**src/rtl/dtw_trace_ctrl.sv**
```systemverilog
// DTW fill/traceback sequencer: sweeps cell indices to the score-unit array,
// kicks the traceback chain and streams the path bus into the result SRAM.
//
// Ports:
//   clk, nrst                 clock, async active-low reset
//   i_start/i_abort           host start pulse, synchronous abort
//   i_tlen/i_rlen             template/reference lengths (1..30)
//   o_cell_vld/i_cell_rdy     cell index handshake with distance datapath
//   o_tindex/o_rindex         broadcast cell indices (IDX_INV when idle)
//   o_outena_last             traceback kick to the final unit
//   i_chain_vld/i_bus         shared path bus and its drive indicator
//   o_sram_we/addr/wdata      result SRAM write port
//   o_busy/o_done/o_err/o_len host status
module dtw_trace_ctrl #(
  parameter int ADDR_W = 6,
  parameter logic [4:0] IDX_INV = 5'd31
) (
  input  logic              clk,
  input  logic              nrst,
  input  logic              i_start,
  input  logic              i_abort,
  input  logic [4:0]        i_tlen,
  input  logic [4:0]        i_rlen,
  output logic              o_cell_vld,
  input  logic              i_cell_rdy,
  output logic [4:0]        o_tindex,
  output logic [4:0]        o_rindex,
  output logic              o_outena_last,
  input  logic              i_chain_vld,
  input  logic [31:0]       i_bus,
  output logic              o_sram_we,
  output logic [ADDR_W-1:0] o_sram_addr,
  output logic [31:0]       o_sram_wdata,
  output logic              o_busy,
  output logic              o_done,
  output logic              o_err,
  output logic [ADDR_W:0]   o_len
);

  typedef enum logic [2:0] {
    IDLE, FILL, DRAIN, KICK, TRACE, FIN
  } state_t;

  state_t            state;
  logic [4:0]        tlen;
  logic [4:0]        rlen;
  logic [ADDR_W-1:0] addr;

  logic trace_ph;
  logic word_00;
  logic addr_last;
  logic len_bad;
  logic last_r;
  logic last_t;

  assign trace_ph  = (state == KICK) || (state == TRACE);
  assign word_00   = (i_bus[28:24] == 5'd0) && (i_bus[20:16] == 5'd0);
  assign addr_last = &addr;
  assign len_bad   = (i_tlen == 5'd0) || (i_tlen == 5'd31) ||
                     (i_rlen == 5'd0) || (i_rlen == 5'd31);
  assign last_r    = (o_rindex == rlen - 5'd1);
  assign last_t    = (o_tindex == tlen - 5'd1);

  // The bus word only exists in its drive cycle, so the write port
  // is combinational; abort kills the strobe in the same cycle.
  assign o_sram_we    = trace_ph & i_chain_vld & ~i_abort;
  assign o_sram_addr  = addr;
  assign o_sram_wdata = i_bus;

  // In FILL the registered index outputs double as the (t, r) counters.
  always_ff @(posedge clk or negedge nrst) begin
    if (!nrst) begin
      state         <= IDLE;
      tlen          <= 5'd0;
      rlen          <= 5'd0;
      addr          <= '0;
      o_cell_vld    <= 1'b0;
      o_tindex      <= IDX_INV;
      o_rindex      <= IDX_INV;
      o_outena_last <= 1'b0;
      o_busy        <= 1'b0;
      o_done        <= 1'b0;
      o_err         <= 1'b0;
      o_len         <= '0;
    end else begin
      o_done        <= 1'b0;
      o_outena_last <= 1'b0;
      if (i_abort) begin
        state      <= IDLE;
        o_cell_vld <= 1'b0;
        o_tindex   <= IDX_INV;
        o_rindex   <= IDX_INV;
        o_busy     <= 1'b0;
      end else begin
        unique case (state)
          IDLE: begin
            if (i_start) begin
              tlen   <= i_tlen;
              rlen   <= i_rlen;
              addr   <= '0;
              o_len  <= '0;
              o_err  <= 1'b0;
              o_busy <= 1'b1;
              if (len_bad) begin
                o_err  <= 1'b1;
                o_done <= 1'b1;
                state  <= FIN;
              end else begin
                o_cell_vld <= 1'b1;
                o_tindex   <= 5'd0;
                o_rindex   <= 5'd0;
                state      <= FILL;
              end
            end
          end
          FILL: begin
            if (i_cell_rdy) begin
              if (last_r && last_t) begin
                o_cell_vld <= 1'b0;
                o_tindex   <= IDX_INV;
                o_rindex   <= IDX_INV;
                state      <= DRAIN;
              end else if (last_r) begin
                o_rindex <= 5'd0;
                o_tindex <= o_tindex + 5'd1;
              end else begin
                o_rindex <= o_rindex + 5'd1;
              end
            end
          end
          DRAIN: begin
            o_outena_last <= 1'b1;
            state         <= KICK;
          end
          KICK, TRACE: begin
            if (i_chain_vld) begin
              addr  <= addr + ADDR_W'(1);
              o_len <= o_len + (ADDR_W+1)'(1);
              if (word_00) begin
                o_done <= 1'b1;
                state  <= FIN;
              end else if (addr_last) begin
                o_err  <= 1'b1;
                o_done <= 1'b1;
                state  <= FIN;
              end else begin
                state <= TRACE;
              end
            end else if (state == TRACE) begin
              o_err  <= 1'b1;
              o_done <= 1'b1;
              state  <= FIN;
            end else begin
              state <= TRACE;
            end
          end
          FIN: begin
            o_busy <= 1'b0;
            state  <= IDLE;
          end
          default: state <= IDLE;
        endcase
      end
    end
  end

endmodule

```
**config.mk**
```make
export PLATFORM = sky130hd
export DESIGN_NAME = dtw_trace_ctrl
export DESIGN_NICKNAME = d
export VERILOG_FILES = /design/src/rtl/dtw_trace_ctrl.sv
export SDC_FILE = /design/constraint.sdc
export NUM_CORES = 1
export LEC_CHECK = 0
export ABC_AREA = 1
export BUFFER_PORTS_ARGS = -buffer_cell sky130_fd_sc_hd__buf_2
export CAP_MARGIN = 20
export CORE_MARGIN = 3
export CORE_UTILIZATION = 50
export CTS_CLUSTER_DIAMETER = 100
export DETAILED_ROUTE_END_ITERATION = 16
export PLACE_DENSITY = 0.79
export SLEW_MARGIN = 20
export SYNTH_ARGS = -nofsm -noshare
export SYNTH_HDL_FRONTEND = slang
export SYNTH_SLANG_ARGS = --single-unit
```
**constraint.sdc**
```tcl
create_clock -name clk -period 1.9 [get_ports clk]
set_clock_uncertainty 0.1 [all_clocks]
set_input_delay 0.285 -clock clk [delete_from_list [all_inputs] [get_ports clk]]
set_output_delay 0.285 -clock clk [all_outputs]
set_load 0.01 [all_outputs]
```
==> results.sh <==
export IMPL_outcome="complete, no violations"
export IMPL_finalCriticalPeriod_ps=1830
export IMPL_antenna_found_initial=0
export IMPL_syn_to_final_growth_pct=16.3
export IMPL_seqPwrFrac_pct=32.2
export IMPL_fp_row_count=26
export IMPL_io_buffers=64
export IMPL_clock_sinks=41
export IMPL_grt_pass1_wl_mm=10.8
export IMPL_swShare_pct=46.3
export IMPL_setup_slack_ps=65.6
export IMPL_cp_start_kind="flip-flop"
export IMPL_fin_nets=511
export IMPL_p_leak_uw=0.00180
export IMPL_grt_pass1_vias=2565
export IMPL_clock_latency_ps=300
export IMPL_synth_seq_cells=41
export IMPL_syn_nets=459
export IMPL_drtPass1Iterations=4
export IMPL_synth_cells=405
export IMPL_slew_headroom_pct=65.0
export IMPL_layout_drive_gt1_share_pct=30.1
export IMPL_hold_viol_final=0
export IMPL_final_setup_viol_count=0
export IMPL_worst_slew_pin_slew_ps=525
export IMPL_fmax_mhz=545
export IMPL_diodes=0
export IMPL_dieArea_sq_um=6610
export IMPL_die_w_um=81.3
export IMPL_drc=0
export IMPL_end_kind="flip-flop"
export IMPL_drt_wl_total_mm=6.46
export IMPL_period_share_pct=96.5
export IMPL_syn_area_sq_um=2840
export IMPL_start_util_pct=53.5
export IMPL_avgSynthCellArea_sq_um=7.00
export IMPL_pwr_share_comb_pct=55.9
export IMPL_wl_per_cell_um=12.2
export IMPL_irDropWorstVdd_mv=0.701
export IMPL_htreeDepth=2
export IMPL_yosys_top_cells_area="dfrtp_1 27%, nand2_1 15%, dfstp_2 9.3%, buf_4 8.5%, nor2_1 7.4%"
export IMPL_worstPathArrival_ps=1970
export IMPL_clock_root_buffer="clkbuf_8"
export IMPL_synth_async_reset_ratio_pct=100
export IMPL_ys_seq_area_share_pct=36.6
export IMPL_power_frac_clock_pct=11.9
export IMPL_internal_power_uw=2760
export IMPL_die_height_um=81.3
export IMPL_drv_slew=0
export IMPL_gp_congestion=0.847
export IMPL_cellPowerDensity_nw_per_um2=1560
export IMPL_clk_pin_slew_worst_paths_ps=90
export IMPL_grt_use_total_pct=20.4
export IMPL_switchingPower_uw=2380
export IMPL_ctsLongestPathBuffers=2
export IMPL_cts_tree="yes"
export IMPL_fin_setup_tns_ps=0
export IMPL_synth_largest_area_cell="dfrtp_1"
export IMPL_path_max_fanout=5
export IMPL_n_fill_cell=470
export IMPL_synth_cell_type_count=33
export IMPL_crit_type="flip-flop to flip-flop"
export IMPL_synth_edf_count=0
export IMPL_ys_warnings_count=0
export IMPL_hold_class="input pin to flip-flop"
export IMPL_dpl_hpwl_mm=4.84
export IMPL_ios=109
export IMPL_required_ps=2040
export IMPL_synth_main_ff_cell="dfrtp_1"
export IMPL_rsz0062_at_grt="yes"
export IMPL_grt_max_degree=42
export IMPL_drt_iter0_drc=142
export IMPL_cts_buffers=5
export IMPL_dp_slack_ps=-8.90
export IMPL_via_per_inst=5.04
export IMPL_num_vias=2663
export IMPL_core_sq_um=5300
export IMPL_ant_nets=0
export IMPL_max_cap_violations=0
export IMPL_synth_top_area_share_pct=27.3
export IMPL_overflow=0
layout by cell type, fill, tap and decap left out, drive strengths merged, types with 8 or more instances in the layout:
cell	n
a21oi	15
buf	80
dfrtp	31
dfstp	10
inv	50
nand2	116
nand3	32
nor2	60
o21ai	23
xor2	8
worst max-delay path: stages, from the launching register on:
cell      delay, ps
dfrtp_1         410
inv_2            90
ha_4            200
inv_2            40
nand2_1          40
nand2_1          50
nand2_1          40
nor2_1           80
nand2_1          90
o21bai_1        180
nand2_2         120
nor2_4          170
nand2_1          70
nand2_1          70
layout make-up:
type                    count  area, sq um  area share, %
clock inverters             3         25.0          0.759
multi-input cells         279         1430           43.4
inverters                  49          184           5.58
well taps                  70         87.6           2.66
clock buffers               5         68.8           2.09
repair buffers             81          463           14.0
flip-flops and latches     41         1040           31.5
what timing repair did:
| action | 4_1_cts | 5_1_grt |
|---|---|---|
| pin swaps | 0 | 22 |
| hold buffers | 1 | 0 |
| hold endpoints to repair | 31 | 0 |
| setup buffers | 0 | 5 |
| endpoints found under the setup margin | 3 | 17 |
| resized for setup | 1 | 26 |
| cloned | 0 | 0 |
path summary, 6_finish.rpt:
kind	cells after the start	endpoint	start	slack [ps]
worst max-delay path	13	o_tindex[2]$_DFFE_PN1P_	rlen[0]$_DFFE_PN0P_	70
worst min-delay path	3	tlen[3]$_DFFE_PN0P_	i_tlen[3]	120
worst max register to register	13	o_tindex[2]$_DFFE_PN1P_	rlen[0]$_DFFE_PN0P_	70
worst min register to register	2	o_tindex[4]$_DFFE_PN1P_	o_tindex[4]$_DFFE_PN1P_	400
max in group asynchronous	3	o_tindex[4]$_DFFE_PN1P_	nrst	830
min in group asynchronous	3	rlen[3]$_DFFE_PN0P_	nrst	480
power groups by stage:
| stage | Combinational, uW | Clock (uW) | Sequential (uW) |
|---|---|---|---|
| floorplan | 1810 | 0 | 1650 |
| global route | 3290 | 656 | 1720 |
| global placement | 2510 | 0 | 1630 |
| detailed placement | 2580 | 0 | 1640 |
| CTS | 2600 | 622 | 1630 |
| finish | 2870 | 609 | 1650 |
logic make-up after synthesis:
logic type      after synthesis  synth area share (%)
flops                        41                  36.6
simple gates                219                  33.2
fa+ha+maj                     6                  2.65
buf+inv                      85                  15.6
compound gates               43                  8.51
xor+xnor                     11                  3.40
per-layer routing:
metal	routed length [um]	track usage, %	vias up
met5	0	0	-
li1	-	-	1345
met2	3140	34.8	73
met1	2870	26.1	1232
met3	388	3.88	13
met4	61	5.74	0
cell usage after synthesis (4+ instances only):
cell	n
nand3_1	29
o21ai_1	7
dfrtp_1	31
a21oi_1	14
buf_4	32
dfstp_2	10
inv_1	41
nor2_1	56
nand2_1	111
xor2_1	8
o21ai_0	16
ha_1	6
inv_2	8
nand2_2	4
metrics by stage:
step / total power, uW / cells / util (%) / hold slack [ps] / instance area (sq um)
after CTS: 4850 / 523 / 60.1 / 119 / 3190
after floorplan: 3460 / 405 / - / -111 / 2840
final: 5130 / 528 / 62.2 / 122 / 3300
after detailed placement: 4220 / 514 / 58.1 / 284 / 3080
after global placement: 4140 / 514 / 58.1 / 284 / 3080
after global routing: 5660 / 528 / 62.2 / 134 / 3300
state kept, by name, indices dropped and copies added (netlist names):
name           cells
o_err              1
o_cell_vld         1
o_outena_last      1
rlen               5
state              3
o_sram_addr        6
o_len              7
tlen               5
o_rindex           5
o_done             1
o_busy             1
o_tindex           5
Note: power is estimated with default switching activity, not from simulation.
